===== config.mk =====
export PLATFORM = sky130hd
export DESIGN_NAME = eth_cmd_regs
export DESIGN_NICKNAME = d
export VERILOG_FILES = /design/src/rtl/eth_cmd_pkg.sv /design/src/rtl/trig_timer.sv /design/src/rtl/eth_cmd_regs.sv
export SDC_FILE = /design/constraint.sdc
export NUM_CORES = 1
export LEC_CHECK = 0
export ABC_AREA = 1
export BUFFER_PORTS_ARGS = -buffer_cell sky130_fd_sc_hd__clkbuf_2
export CAP_MARGIN = 25
export CORE_MARGIN = 3
export CORE_UTILIZATION = 35
export CTS_CLUSTER_DIAMETER = 200
export CTS_CLUSTER_SIZE = 8
export DETAILED_ROUTE_END_ITERATION = 8
export GPL_TIMING_DRIVEN = 0
export PLACE_DENSITY = 0.55
export RECOVER_POWER = 25
export SKIP_LAST_GASP = 1
export SLEW_MARGIN = 10
export SYNTH_ARGS = -nofsm -noshare
export SYNTH_HDL_FRONTEND = slang
export SYNTH_SLANG_ARGS = --single-unit
export TNS_END_PERCENT = 1

===== constraint.sdc =====
create_clock -name clk -period 3.4 [get_ports clk]
set_clock_uncertainty 0.15 [all_clocks]
set_input_delay 0.34 -clock clk [delete_from_list [all_inputs] [get_ports clk]]
set_output_delay 0.34 -clock clk [all_outputs]
set_load 0.01 [all_outputs]

===== src/rtl/eth_cmd_pkg.sv =====
// -----------------------------------------------------------------------------
// eth_cmd_pkg
// Shared constants and types for the Ethernet command register bank:
// command address map, FSM state encoding, CTRL bit positions, field widths
// and the captured-command payload struct.
// -----------------------------------------------------------------------------
package eth_cmd_pkg;

    localparam int unsigned ADDR_W       = 8;
    localparam int unsigned DATA_W       = 32;
    localparam int unsigned SAMPLE_LEN_W = 14;
    localparam int unsigned GAIN_W       = 12;
    localparam int unsigned DROP_W       = 8;
    localparam int unsigned RST_CNT_W    = 8;

    localparam logic [ADDR_W-1:0] ADDR_CTRL        = 8'h01;
    localparam logic [ADDR_W-1:0] ADDR_SAMPLE_LEN  = 8'h02;
    localparam logic [ADDR_W-1:0] ADDR_TRIG_PERIOD = 8'h03;
    localparam logic [ADDR_W-1:0] ADDR_GAIN        = 8'h04;
    localparam logic [ADDR_W-1:0] ADDR_START       = 8'h10;
    localparam logic [ADDR_W-1:0] ADDR_SOFT_RST    = 8'h11;
    localparam logic [ADDR_W-1:0] ADDR_READ        = 8'h20;

    localparam logic [DATA_W-1:0] BAD_ADDR_DATA = 32'hDEAD_BEEF;

    localparam int unsigned CTRL_RUN_BIT  = 0;
    localparam int unsigned CTRL_CONT_BIT = 1;

    typedef enum logic [1:0] {
        ST_IDLE = 2'd0,
        ST_EXEC = 2'd1,
        ST_RESP = 2'd2
    } state_e;

    typedef struct packed {
        logic [ADDR_W-1:0] addr;
        logic [DATA_W-1:0] data;
    } cmd_t;

endpackage


===== src/rtl/trig_timer.sv =====
// -----------------------------------------------------------------------------
// trig_timer
// Acquisition trigger generator. Counts clk cycles while running in continuous
// mode and emits a one-cycle trigger every period_i cycles; a start strobe
// forces a trigger on the following cycle and restarts the count.
// Ports:
//   clk, reset_n   : clock, synchronous active-low reset
//   run_i          : counter enable (counter held at 0 when low)
//   cont_i         : periodic (continuous) triggering enable
//   period_i       : trigger period in clk cycles (already clamped upstream)
//   start_i        : one-cycle software start
//   trig_pulse_o   : registered one-cycle trigger
// -----------------------------------------------------------------------------
module trig_timer
    import eth_cmd_pkg::*;
(
    input  logic              clk,
    input  logic              reset_n,
    input  logic              run_i,
    input  logic              cont_i,
    input  logic [DATA_W-1:0] period_i,
    input  logic              start_i,
    output logic              trig_pulse_o
);

    logic [DATA_W-1:0] tcnt_q, tcnt_d;
    logic              trig_q, trig_d;
    logic              at_end;

    // >= rather than == so a period shortened mid-count fires and wraps at once
    assign at_end = (tcnt_q >= (period_i - DATA_W'(1)));

    // Next count / trigger
    always_comb begin
        tcnt_d = tcnt_q;
        trig_d = 1'b0;
        if (!run_i || start_i) begin
            tcnt_d = '0;
        end else if (cont_i) begin
            if (at_end) begin
                tcnt_d = '0;
                trig_d = 1'b1;
            end else begin
                tcnt_d = tcnt_q + DATA_W'(1);
            end
        end
        if (start_i) begin
            trig_d = 1'b1;
        end
    end

    always_ff @(posedge clk) begin
        if (!reset_n) begin
            tcnt_q <= '0;
            trig_q <= 1'b0;
        end else begin
            tcnt_q <= tcnt_d;
            trig_q <= trig_d;
        end
    end

    assign trig_pulse_o = trig_q;

endmodule


===== src/rtl/eth_cmd_regs.sv =====
// -----------------------------------------------------------------------------
// eth_cmd_regs
// Command register bank fed by the Ethernet command parser. Each rising edge
// of cmdvalid is one command; it is executed against the scan-control
// registers, may raise start/soft-reset pulses, and optionally produces an
// echo/readback response for the UDP TX path. A one-deep pending slot absorbs
// a command that arrives while busy; further ones are dropped and counted.
//
// Build option: ETH_CMD_ECHO_EN enables the RESP state, the response channel
// and the READ (0x20) command. Without it the response ports are tied to 0.
//
// Ports:
//   clk, reset_n                  : clock, synchronous active-low reset
//   cmdvalid, address, cmd_data   : decoded command from the parser
//   run, continuous               : CTRL[0], CTRL[1]
//   sample_len, gain_code         : acquisition length / VGA gain code
//   start_pulse, trig_pulse       : one-cycle start and trigger
//   dev_rst                       : stretched soft reset
//   drop_cnt                      : saturating dropped-command count
//   busy                          : FSM not idle
//   rsp_valid, rsp_ready,
//   rsp_addr, rsp_data            : echo/readback response channel
// -----------------------------------------------------------------------------
module eth_cmd_regs
    import eth_cmd_pkg::*;
#(
    parameter int unsigned DEF_SAMPLE_LEN  = 1024,
    parameter int unsigned DEF_TRIG_PERIOD = 50000,
    parameter int unsigned DEF_GAIN        = 12'h800,
    parameter int unsigned MIN_PERIOD      = 16
) (
    input  logic                    clk,
    input  logic                    reset_n,
    input  logic                    cmdvalid,
    input  logic [ADDR_W-1:0]       address,
    input  logic [DATA_W-1:0]       cmd_data,
    output logic                    run,
    output logic                    continuous,
    output logic [SAMPLE_LEN_W-1:0] sample_len,
    output logic [GAIN_W-1:0]       gain_code,
    output logic                    start_pulse,
    output logic                    trig_pulse,
    output logic                    dev_rst,
    output logic [DROP_W-1:0]       drop_cnt,
    output logic                    busy,
    output logic                    rsp_valid,
    input  logic                    rsp_ready,
    output logic [ADDR_W-1:0]       rsp_addr,
    output logic [DATA_W-1:0]       rsp_data
);

    state_e                  state_q, state_d;
    logic                    cmdvalid_q;
    logic                    cmd_stb;
    cmd_t                    cur_q, cur_d;
    cmd_t                    pend_q, pend_d;
    logic                    pend_full_q, pend_full_d;
    logic [1:0]              ctrl_q, ctrl_d;
    logic [SAMPLE_LEN_W-1:0] sample_len_q, sample_len_d;
    logic [DATA_W-1:0]       period_q, period_d;
    logic [GAIN_W-1:0]       gain_q, gain_d;
    logic                    start_pulse_q, start_pulse_d;
    logic [RST_CNT_W-1:0]    rst_cnt_q, rst_cnt_d;
    logic                    dev_rst_q, dev_rst_d;
    logic [DROP_W-1:0]       drop_cnt_q, drop_cnt_d;
    logic                    busy_q, busy_d;
    logic [DATA_W-1:0]       exec_data;

`ifdef ETH_CMD_ECHO_EN
    logic                    rsp_valid_q, rsp_valid_d;
    logic [ADDR_W-1:0]       rsp_addr_q, rsp_addr_d;
    logic [DATA_W-1:0]       rsp_data_q, rsp_data_d;
`endif

    assign cmd_stb = cmdvalid & ~cmdvalid_q;

    // Next-state, register writes and response formation
    always_comb begin
        state_d       = state_q;
        cur_d         = cur_q;
        pend_d        = pend_q;
        pend_full_d   = pend_full_q;
        ctrl_d        = ctrl_q;
        sample_len_d  = sample_len_q;
        period_d      = period_q;
        gain_d        = gain_q;
        start_pulse_d = 1'b0;
        rst_cnt_d     = (rst_cnt_q != '0) ? rst_cnt_q - RST_CNT_W'(1) : '0;
        drop_cnt_d    = drop_cnt_q;
        exec_data     = '0;
`ifdef ETH_CMD_ECHO_EN
        rsp_addr_d    = rsp_addr_q;
        rsp_data_d    = rsp_data_q;
`endif

        case (state_q)
            ST_IDLE: begin
                // Pending command goes first; a coincident strobe refills the slot
                if (pend_full_q) begin
                    cur_d       = pend_q;
                    state_d     = ST_EXEC;
                    pend_full_d = cmd_stb;
                    if (cmd_stb) begin
                        pend_d = '{addr: address, data: cmd_data};
                    end
                end else if (cmd_stb) begin
                    cur_d   = '{addr: address, data: cmd_data};
                    state_d = ST_EXEC;
                end
            end

            ST_EXEC: begin
`ifdef ETH_CMD_ECHO_EN
                state_d = ST_RESP;
`else
                state_d = ST_IDLE;
`endif
                case (cur_q.addr)
                    ADDR_CTRL: begin
                        ctrl_d    = cur_q.data[1:0];
                        exec_data = DATA_W'(cur_q.data[1:0]);
                    end
                    ADDR_SAMPLE_LEN: begin
                        sample_len_d = (cur_q.data[SAMPLE_LEN_W-1:0] == '0) ?
                                       SAMPLE_LEN_W'(1) : cur_q.data[SAMPLE_LEN_W-1:0];
                        exec_data    = DATA_W'(sample_len_d);
                    end
                    ADDR_TRIG_PERIOD: begin
                        period_d  = (cur_q.data < DATA_W'(MIN_PERIOD)) ?
                                    DATA_W'(MIN_PERIOD) : cur_q.data;
                        exec_data = period_d;
                    end
                    ADDR_GAIN: begin
                        gain_d    = cur_q.data[GAIN_W-1:0];
                        exec_data = DATA_W'(cur_q.data[GAIN_W-1:0]);
                    end
                    ADDR_START: begin
                        start_pulse_d = 1'b1;
                        exec_data     = cur_q.data;
                    end
                    ADDR_SOFT_RST: begin
                        rst_cnt_d = (cur_q.data[RST_CNT_W-1:0] == '0) ?
                                    RST_CNT_W'(1) : cur_q.data[RST_CNT_W-1:0];
                        exec_data = DATA_W'(rst_cnt_d);
                    end
`ifdef ETH_CMD_ECHO_EN
                    ADDR_READ: begin
                        case (cur_q.data[ADDR_W-1:0])
                            ADDR_CTRL:        exec_data = DATA_W'(ctrl_q);
                            ADDR_SAMPLE_LEN:  exec_data = DATA_W'(sample_len_q);
                            ADDR_TRIG_PERIOD: exec_data = period_q;
                            ADDR_GAIN:        exec_data = DATA_W'(gain_q);
                            default:          exec_data = '0;
                        endcase
                    end
`endif
                    default: begin
                        exec_data = BAD_ADDR_DATA;
                    end
                endcase
`ifdef ETH_CMD_ECHO_EN
                rsp_addr_d = cur_q.addr;
                rsp_data_d = exec_data;
`endif
            end

            ST_RESP: begin
                if (rsp_ready) begin
                    state_d = ST_IDLE;
                end
            end

            default: begin
                state_d = ST_IDLE;
            end
        endcase

        // Strobe arriving while busy: park it, or drop it if the slot is taken
        if ((state_q != ST_IDLE) && cmd_stb) begin
            if (!pend_full_q) begin
                pend_full_d = 1'b1;
                pend_d      = '{addr: address, data: cmd_data};
            end else if (drop_cnt_q != '1) begin
                drop_cnt_d = drop_cnt_q + DROP_W'(1);
            end
        end

        busy_d    = (state_d != ST_IDLE);
        dev_rst_d = (rst_cnt_d != '0);
`ifdef ETH_CMD_ECHO_EN
        rsp_valid_d = (state_d == ST_RESP);
`endif
    end

    always_ff @(posedge clk) begin
        if (!reset_n) begin
            state_q       <= ST_IDLE;
            cmdvalid_q    <= 1'b0;
            cur_q         <= '0;
            pend_q        <= '0;
            pend_full_q   <= 1'b0;
            ctrl_q        <= '0;
            sample_len_q  <= SAMPLE_LEN_W'(DEF_SAMPLE_LEN);
            period_q      <= DATA_W'(DEF_TRIG_PERIOD);
            gain_q        <= GAIN_W'(DEF_GAIN);
            start_pulse_q <= 1'b0;
            rst_cnt_q     <= '0;
            dev_rst_q     <= 1'b0;
            drop_cnt_q    <= '0;
            busy_q        <= 1'b0;
        end else begin
            state_q       <= state_d;
            cmdvalid_q    <= cmdvalid;
            cur_q         <= cur_d;
            pend_q        <= pend_d;
            pend_full_q   <= pend_full_d;
            ctrl_q        <= ctrl_d;
            sample_len_q  <= sample_len_d;
            period_q      <= period_d;
            gain_q        <= gain_d;
            start_pulse_q <= start_pulse_d;
            rst_cnt_q     <= rst_cnt_d;
            dev_rst_q     <= dev_rst_d;
            drop_cnt_q    <= drop_cnt_d;
            busy_q        <= busy_d;
        end
    end

`ifdef ETH_CMD_ECHO_EN
    always_ff @(posedge clk) begin
        if (!reset_n) begin
            rsp_valid_q <= 1'b0;
            rsp_addr_q  <= '0;
            rsp_data_q  <= '0;
        end else begin
            rsp_valid_q <= rsp_valid_d;
            rsp_addr_q  <= rsp_addr_d;
            rsp_data_q  <= rsp_data_d;
        end
    end

    assign rsp_valid = rsp_valid_q;
    assign rsp_addr  = rsp_addr_q;
    assign rsp_data  = rsp_data_q;
`else
    // Response channel absent: ready is ignored and the payload is unused
    logic unused_rsp;
    assign unused_rsp = ^{rsp_ready, exec_data};

    assign rsp_valid = 1'b0;
    assign rsp_addr  = '0;
    assign rsp_data  = '0;
`endif

    trig_timer u_trig_timer (
        .clk          (clk),
        .reset_n      (reset_n),
        .run_i        (ctrl_q[CTRL_RUN_BIT]),
        .cont_i       (ctrl_q[CTRL_CONT_BIT]),
        .period_i     (period_q),
        .start_i      (start_pulse_q),
        .trig_pulse_o (trig_pulse)
    );

    assign run         = ctrl_q[CTRL_RUN_BIT];
    assign continuous  = ctrl_q[CTRL_CONT_BIT];
    assign sample_len  = sample_len_q;
    assign gain_code   = gain_q;
    assign start_pulse = start_pulse_q;
    assign dev_rst     = dev_rst_q;
    assign drop_cnt    = drop_cnt_q;
    assign busy        = busy_q;

endmodule


==> run summary, run 1 <==
status - finished, final reports clean
Max Root-Sink Buffers - 2
final core utilization - 43.77%
leakage power - 5.129 nW
crit share post-route - 93.59%
met1 Usage GRT - 23.16%
WHS - 0.005328 ns
GRT Total Usage - 17.79%
clk_lat worst skew - 0.46 ns
Starting Density - 36.06%
FP Rows - 60
Final Hold Vio Count - 0
adder-cell area share of the yosys netlist - 4.571%
fmax - 0.3143 GHz
wirelength, routed - 27050 um
Slew HR - 50.34%
Layout area overhead - 21.40%
CP Data Arrival Time - 3.42 ns
# placed instances - 1858
Yosys top cell area share - 39.82%
Pre-Repair DR Iteration Count - 5
cell area after synthesis - 9853 um2
Synth warnings - 0
share of cells above drive strength 1 - 12.58%
FF+latch area - 3926 um2
core area - 27330 um2
Max-cap violations - 0
Most used DFF post-synth - dfxtp_1
htree depth - 4
antenna violations before repair - 0
RePlAce Congestion - 0.8283
crit-path max FO - 4
Setup CP Type - reg2reg
cts bufs inserted - 17
crit end category - flop
CTS root buffer - clkbuf_16
Port-buffer cells - 82
Max Slew Vio Count - 0
met3 Use GR - 2.584%
antenna-violating nets left - 0
CP Data Required Time - 3.64 ns
nets - 1633
Slew @ Worst Pin - 0.7449 ns
Post-synth EDFFs - 0
Syn Inst Count - 1364
number of global-route vias before repair - 8310
CP Launch Type - flop
Residual DRC - 0
Ant. Diodes - 0
RSZ-0062 raised after global routing - true
clock sink count - 196
hpwl dp - 20680 um
via count - 9004
Async SR Flop Fraction - 0%
fin cells - 1938
CTS tree - built
Fillers - 2927
largest family of logic cells by synthesized area - simple AND/OR/NAND/NOR gates
grt ovf - 0
CTS clk-pin slew, worst paths - 0.08 ns
power per cell area - 450.7 nW/um2
DR WL/cell - 13.96 um
Final min period - 3.182 ns
complex-gate fraction of the synthesized area - 14.72%
area taken by multi-input logic gates - 5101 um2
syn_area_per_cell - 7.224 um2
#FFs+latches synth - 196
die area - 30200 um2
worst vdd ir - 0.3115 mV
Synth cell types - 43
endpoints failing setup - 0
simple-gate share of the synthesized area - 25.45%
Seq/Total Area, Yosys - 39.82%
gr busiest metal - met2
met2 GRT Util - 30.69%
Die Wd - 173.8 um
vias per cell - 4.646
largest net degree at the start of global routing - 22
die height - 173.8 um
commonest cells in the netlist - 236 x nand2_1, 214 x nor2_1, 196 x dfxtp_1
Top Ports - 125
top-count cell post-synth - nand2_1
xor/xnor share of the synthesized area - 4.622%
first-pass GRT wire length - 43530 um
initial DRC count - 672
ranking of synthesized cells by area - dfxtp_1 40%, nand2_1 9.0%, nor2_1 8.2%
Hold WC Path Type - in2reg
Synth area leader - dfxtp_1
multiplexer share of the synthesized area - 0%
[layout by cell type (no fill, tap or decap), types with 4 or more instances in the layout]
master / n
o21ai_0: 134
o21ai_1: 7
inv_6: 4
ha_1: 35
nor2_1: 209
dfxtp_1: 194
nand4_1: 23
nand2_1: 228
buf_6: 4
o21a_1: 4
a21oi_1: 73
xor2_1: 36
a31oi_1: 41
nor4_1: 7
inv_1: 131
inv_2: 7
nand2_2: 11
clkbuf_2: 42
conb_1: 41
clkbuf_1: 87
dlygate4sd3_1: 31
clkinv_8: 5
nor3_1: 14
nor2_4: 6
nand3_2: 4
nor3_2: 4
clkbuf_16: 17
xnor2_1: 16
nor2_2: 9
nand3_1: 41
buf_4: 57
buf_2: 5
[path summary, 6_finish.rpt]
path / startpoint / end / slack [ns] / cells after the start
setup reg to reg: period_q[0] / u_trig_timer.tcnt_q[21] / 0.22 / 22
hold reg to reg: gain_code[3] / gain_code[3] / 0.30 / 2
setup / recovery: period_q[0] / u_trig_timer.tcnt_q[21] / 0.22 / 22
hold / removal: cmd_data[23] / pend_q[23] / 0.005 / 3
[worst max-delay path, stage by stage (launching register included)]
cell	delay, ns
dfxtp_2	0.33
inv_2	0.08
ha_4	0.13
nor3b_4	0.24
nand2_2	0.10
nor2_1	0.10
nand4_1	0.18
nor2_2	0.15
buf_4	0.12
buf_4	0.09
xnor2_1	0.13
ha_1	0.26
nand2_1	0.07
o21ai_0	0.09
nand2_1	0.06
nand2_1	0.07
a21oi_2	0.18
nand2_2	0.09
nand2_2	0.08
nand2_2	0.06
buf_6	0.13
buf_4	0.14
a21oi_1	0.10
[where the power goes]
group | leakage (nW) | switching, mW | internal, mW
sequential | 1.60 | 0.0883 | 2.41
clock | 0.290 | 1.07 | 0.996
combinational | 3.24 | 0.509 | 0.309
[through the flow]
step	area [um2]	setup TNS, ns	worst slack (ns)	power (mW)
4_1_cts	11910	0	0.01510	5.419
5_1_grt	11960	-0.1795	-0.02406	5.656
3_3_place_gp	10880	-8.128	-0.3766	3.328
6_report	11960	0	0.2179	5.391
3_5_place_dp	10880	-8.481	-0.3939	3.336
2_1_floorplan	10000	0	0.4379	3.115
[state kept, by name, summed over array words and instances, names as in the netlist, 2 cells and up]
register / count
ctrl_q: 2
cur_q: 40
drop_cnt: 8
gain_code: 12
pend_q: 40
period_q: 32
rst_cnt_q: 8
sample_len: 14
state_q: 2
u_trig_timer.tcnt_q: 32
[routing by layer]
layer / share of wire, % / wire length [um] / vias to the layer above
li1: - / - / 4744
met1: 48 / 12930 / 4092
met2: 48 / 12980 / 140
met3: 2.7 / 731 / 28
met4: 1.5 / 404 / 0
met5: 0 / 0 / -
[layout make-up]
type,count,area share [%]
plain buffers,97,4.571
well taps,372,3.891
inverters,138,4.331
clock buffers,17,3.556
flip-flops and latches,196,32.82
repair buffers,130,6.705
clock inverters,15,1.475
multi-input cells,973,42.65
[kinds of logic (layout without fill, tap and decap cells)]
family                   Yosys count  count (layout)
other                              1              41
flip-flops                       196             196
AO/OA/AOI/OAI                    272             272
AND/OR/NAND/NOR                  572             572
XOR/XNOR                          52              52
adder cells (fa/ha/maj)           36              36
buffers and inverters            235             397
[timing repair]
action,CTS,global route
hold buffers,31,0
resized for setup,13,16
setup endpoints to repair,32,32
pin swaps,8,10
buffers inserted,9,8
hold endpoints to repair,47,0
cloned,0,0
No activity file was read; power rests on OpenSTA's default activity.
==> run 2, diff against run 1 <==
--- a/config.mk
+++ b/config.mk
@@ -6,7 +6,7 @@
 export NUM_CORES = 1
 export LEC_CHECK = 0
 export ABC_AREA = 1
-export BUFFER_PORTS_ARGS = -buffer_cell sky130_fd_sc_hd__clkbuf_2
+export BUFFER_PORTS_ARGS = -buffer_cell sky130_fd_sc_hd__buf_2
 export CAP_MARGIN = 25
 export CORE_MARGIN = 3
 export CORE_UTILIZATION = 35
@@ -14,7 +14,6 @@
 export CTS_CLUSTER_SIZE = 8
 export DETAILED_ROUTE_END_ITERATION = 8
 export GPL_TIMING_DRIVEN = 0
-export PLACE_DENSITY = 0.55
 export RECOVER_POWER = 25
 export SKIP_LAST_GASP = 1
 export SLEW_MARGIN = 10
==> run summary, run 2 (synthesis results as in run 1) <==
most frequent CP cell - nand2_1 (was nand2_2)
final core utilization - 43.16% (was 43.77%)
die height - 173.8 um (unchanged)
Starting Density - 36.06% (unchanged)
Residual DRC - 0 (unchanged)
reg-to-reg setup timing slack - 0.17 ns (was 0.22 ns)
die area - 30200 um2 (unchanged)
RSZ-0062 raised after global routing - true (unchanged)
Max Root-Sink Buffers - 2 (unchanged)
Final min period - 3.226 ns (was 3.182 ns)
endpoints failing setup - 0 (unchanged)
cts bufs inserted - 17 (unchanged)
antenna violations before repair - 0 (unchanged)
Final Hold Vio Count - 0 (unchanged)
CP Data Arrival Time - 3.44 ns (was 3.42 ns)
grt ovf - 0 (unchanged)
CTS clk-pin slew, worst paths - 0.08 ns (about the same)
commonest non-fill, non-tap cells in the layout - 232 x nand2_1, 212 x nor2_1, 195 x dfxtp_1, 134 x o21ai_0, 132 x inv_1 (was 228 x nand2_1, 209 x nor2_1, 194 x dfxtp_1, 134 x o21ai_0, 131 x inv_1)
htree depth - 4 (unchanged)
Hold WC Path Type - in2reg (unchanged)
fin cells - 1923 (was 1938)
first-pass GRT wire length - 43090 um (was 43530 um)
hold path cells - 3 (unchanged)
clock sink count - 196 (unchanged)
CTS tree - built (unchanged)
worst vdd ir - 0.2991 mV (was 0.3115 mV)
RePlAce Congestion - 0.8882 (was 0.8283)
CP Launch Type - flop (unchanged)
hpwl dp - 20280 um (was 20680 um)
Max Slew Vio Count - 0 (unchanged)
Port-buffer cells - 82 (unchanged)
vias per cell - 4.688 (was 4.646)
CP cell instances - nor2_1 -> nand2_2 -> nor2_4 -> nand2_2 -> nor2_4 -> nand2_1 -> nor2_4 -> nand2_1 -> xnor2_1 -> inv_1 -> ha_1 -> nand2_1 -> inv_1 -> nand2_1 -> nand2_1 -> nand2_1 -> nand2_1 -> a21oi_2 -> nand2_1 -> nand2_2 -> nand2_1 -> buf_6 -> buf_6 -> nor2_1 (was inv_2 -> ha_4 -> nor3b_4 -> nand2_2 -> nor2_1 -> nand4_1 -> nor2_2 -> buf_4 -> buf_4 -> xnor2_1 -> ha_1 -> nand2_1 -> o21ai_0 -> nand2_1 -> nand2_1 -> a21oi_2 -> nand2_2 -> nand2_2 -> nand2_2 -> buf_6 -> buf_4 -> a21oi_1)
Layout area overhead - 19.70% (was 21.40%)
R2R Path End - u_trig_timer.tcnt_q[15] (was u_trig_timer.tcnt_q[21])
status - finished, final reports clean (unchanged)
CP Data Required Time - 3.62 ns (was 3.64 ns)
Slew HR - 33.74% (was 50.34%)
antenna-violating nets left - 0 (unchanged)
DR WL/cell - 13.65 um (was 13.96 um)
Die Wd - 173.8 um (unchanged)
Pwr Total - 5.306 mW (was 5.391 mW)
commonest non-fill, non-tap cell in the layout - nand2_1 (unchanged)
GRT Total Usage - 17.42% (was 17.79%)
crit end category - flop (unchanged)
max incr delay on CP - 0.36 ns (was 0.33 ns)
Top Ports - 125 (unchanged)
via count - 9015 (was 9004)
FF-to-FF Start - period_q[2] (was period_q[0])
FP Rows - 60 (unchanged)
Max-cap violations - 0 (unchanged)
initial DRC count - 488 (was 672)
share of cells above drive strength 1 - 11.80% (was 12.58%)
crit-path max FO - 10 (was 4)
core area - 27330 um2 (unchanged)
slowest library cell on the worst path - dfxtp_1 (was dfxtp_2)
fmax - 0.3100 GHz (was 0.3143 GHz)
HP Start - cmd_data[9] (was cmd_data[23])
nets - 1618 (was 1633)
worst hold endpoint - pend_q[9] (was pend_q[23])
CTS root buffer - clkbuf_16 (unchanged)
crit share post-route - 94.88% (was 93.59%)
Pre-Repair DR Iteration Count - 4 (was 5)
largest registers - cur_q: 40 flops, pend_q: 40 flops (unchanged)
# placed instances - 1858 (unchanged)
wirelength, routed - 26250 um (was 27050 um)
Slew @ Worst Pin - 0.9863 ns (was 0.7449 ns)
clk_lat worst skew - 0.44 ns (was 0.46 ns)
largest net degree at the start of global routing - 21 (was 22)
number of global-route vias before repair - 8437 (was 8310)
Setup CP Type - reg2reg (unchanged)
power per cell area - 449.9 nW/um2 (was 450.7 nW/um2)
Ant. Diodes - 0 (unchanged)
worst r2r path cells - 24 (was 22)
leakage power - 5.062 nW (was 5.129 nW)
==> run 2: layout make-up <==
class | instances | area (um2)
sequential | 196 | 3925
clock inverter | 15 | 161.4
inverter | 138 | 520.5
tap | 372 | 465.4
timing repair buffer | 115 | 675.6
fill | 2888 | 15530
clock buffer | 17 | 425.4
buffer | 97 | 546.8
multi-input combinational | 973 | 5074
==> run 2: worst max-delay path by stage <==
stage                start                      end  slack, ns
6_report       period_q[2]  u_trig_timer.tcnt_q[15]       0.17
5_1_grt        period_q[2]  u_trig_timer.tcnt_q[27]      -0.05
4_1_cts        period_q[0]  u_trig_timer.tcnt_q[15]       0.03
3_5_place_dp   period_q[0]  u_trig_timer.tcnt_q[16]      -0.34
3_3_place_gp   period_q[0]  u_trig_timer.tcnt_q[15]      -0.33
2_1_floorplan  period_q[0]  u_trig_timer.tcnt_q[15]       0.44
==> run 2: repair_timing <==
item | CTS | global route
buffers inserted | 10 | 3
endpoints found under the setup margin | 30 | 30
hold endpoints to repair | 20 | 0
resized for setup | 11 | 10
hold buffers | 20 | 0
pin swaps | 8 | 7
==> run 2: power breakdown <==
part | internal (mW) | switching (mW) | leakage [nW]
Combinational | 0.302 | 0.507 | 3.18
Clock | 0.985 | 1.01 | 0.289
Sequential | 2.42 | 0.0866 | 1.59
Total | 3.70 | 1.61 | 5.06
==> run 2: stage by stage <==
stage          hold WS (ns)  instance area [um2]  setup TNS, ns  setup slack (ns)
4_1_cts            0.001043                11800              0           0.02706
2_1_floorplan        0.2835                10000              0            0.4379
5_1_grt            0.006595                11790        -0.5144          -0.05094
6_report            0.01388                11790              0            0.1740
3_3_place_gp         0.2850                10880         -7.007           -0.3328
3_5_place_dp         0.2865                10880         -7.396           -0.3450
==> run 2: metal layers <==
layer / track usage [%] / routed length [um] / vias to the layer above
met3: 2.869 / 1080 / 32
met4: 4.859 / 518 / 0
met2: 29.91 / 12550 / 186
met1: 22.61 / 12110 / 4083
met5: 0 / 0 / -
li1: - / - / 4714
==> run 2: critical path: cells and delay by family, from the launching register on <==
family                   cells  cell delay, ns
AND/OR/NAND/NOR             17            1.66
XOR/XNOR                     1            0.13
adder cells (fa/ha/maj)      1            0.28
flip-flops                   1            0.36
AO/OA/AOI/OAI                1            0.19
buffers and inverters        4            0.39
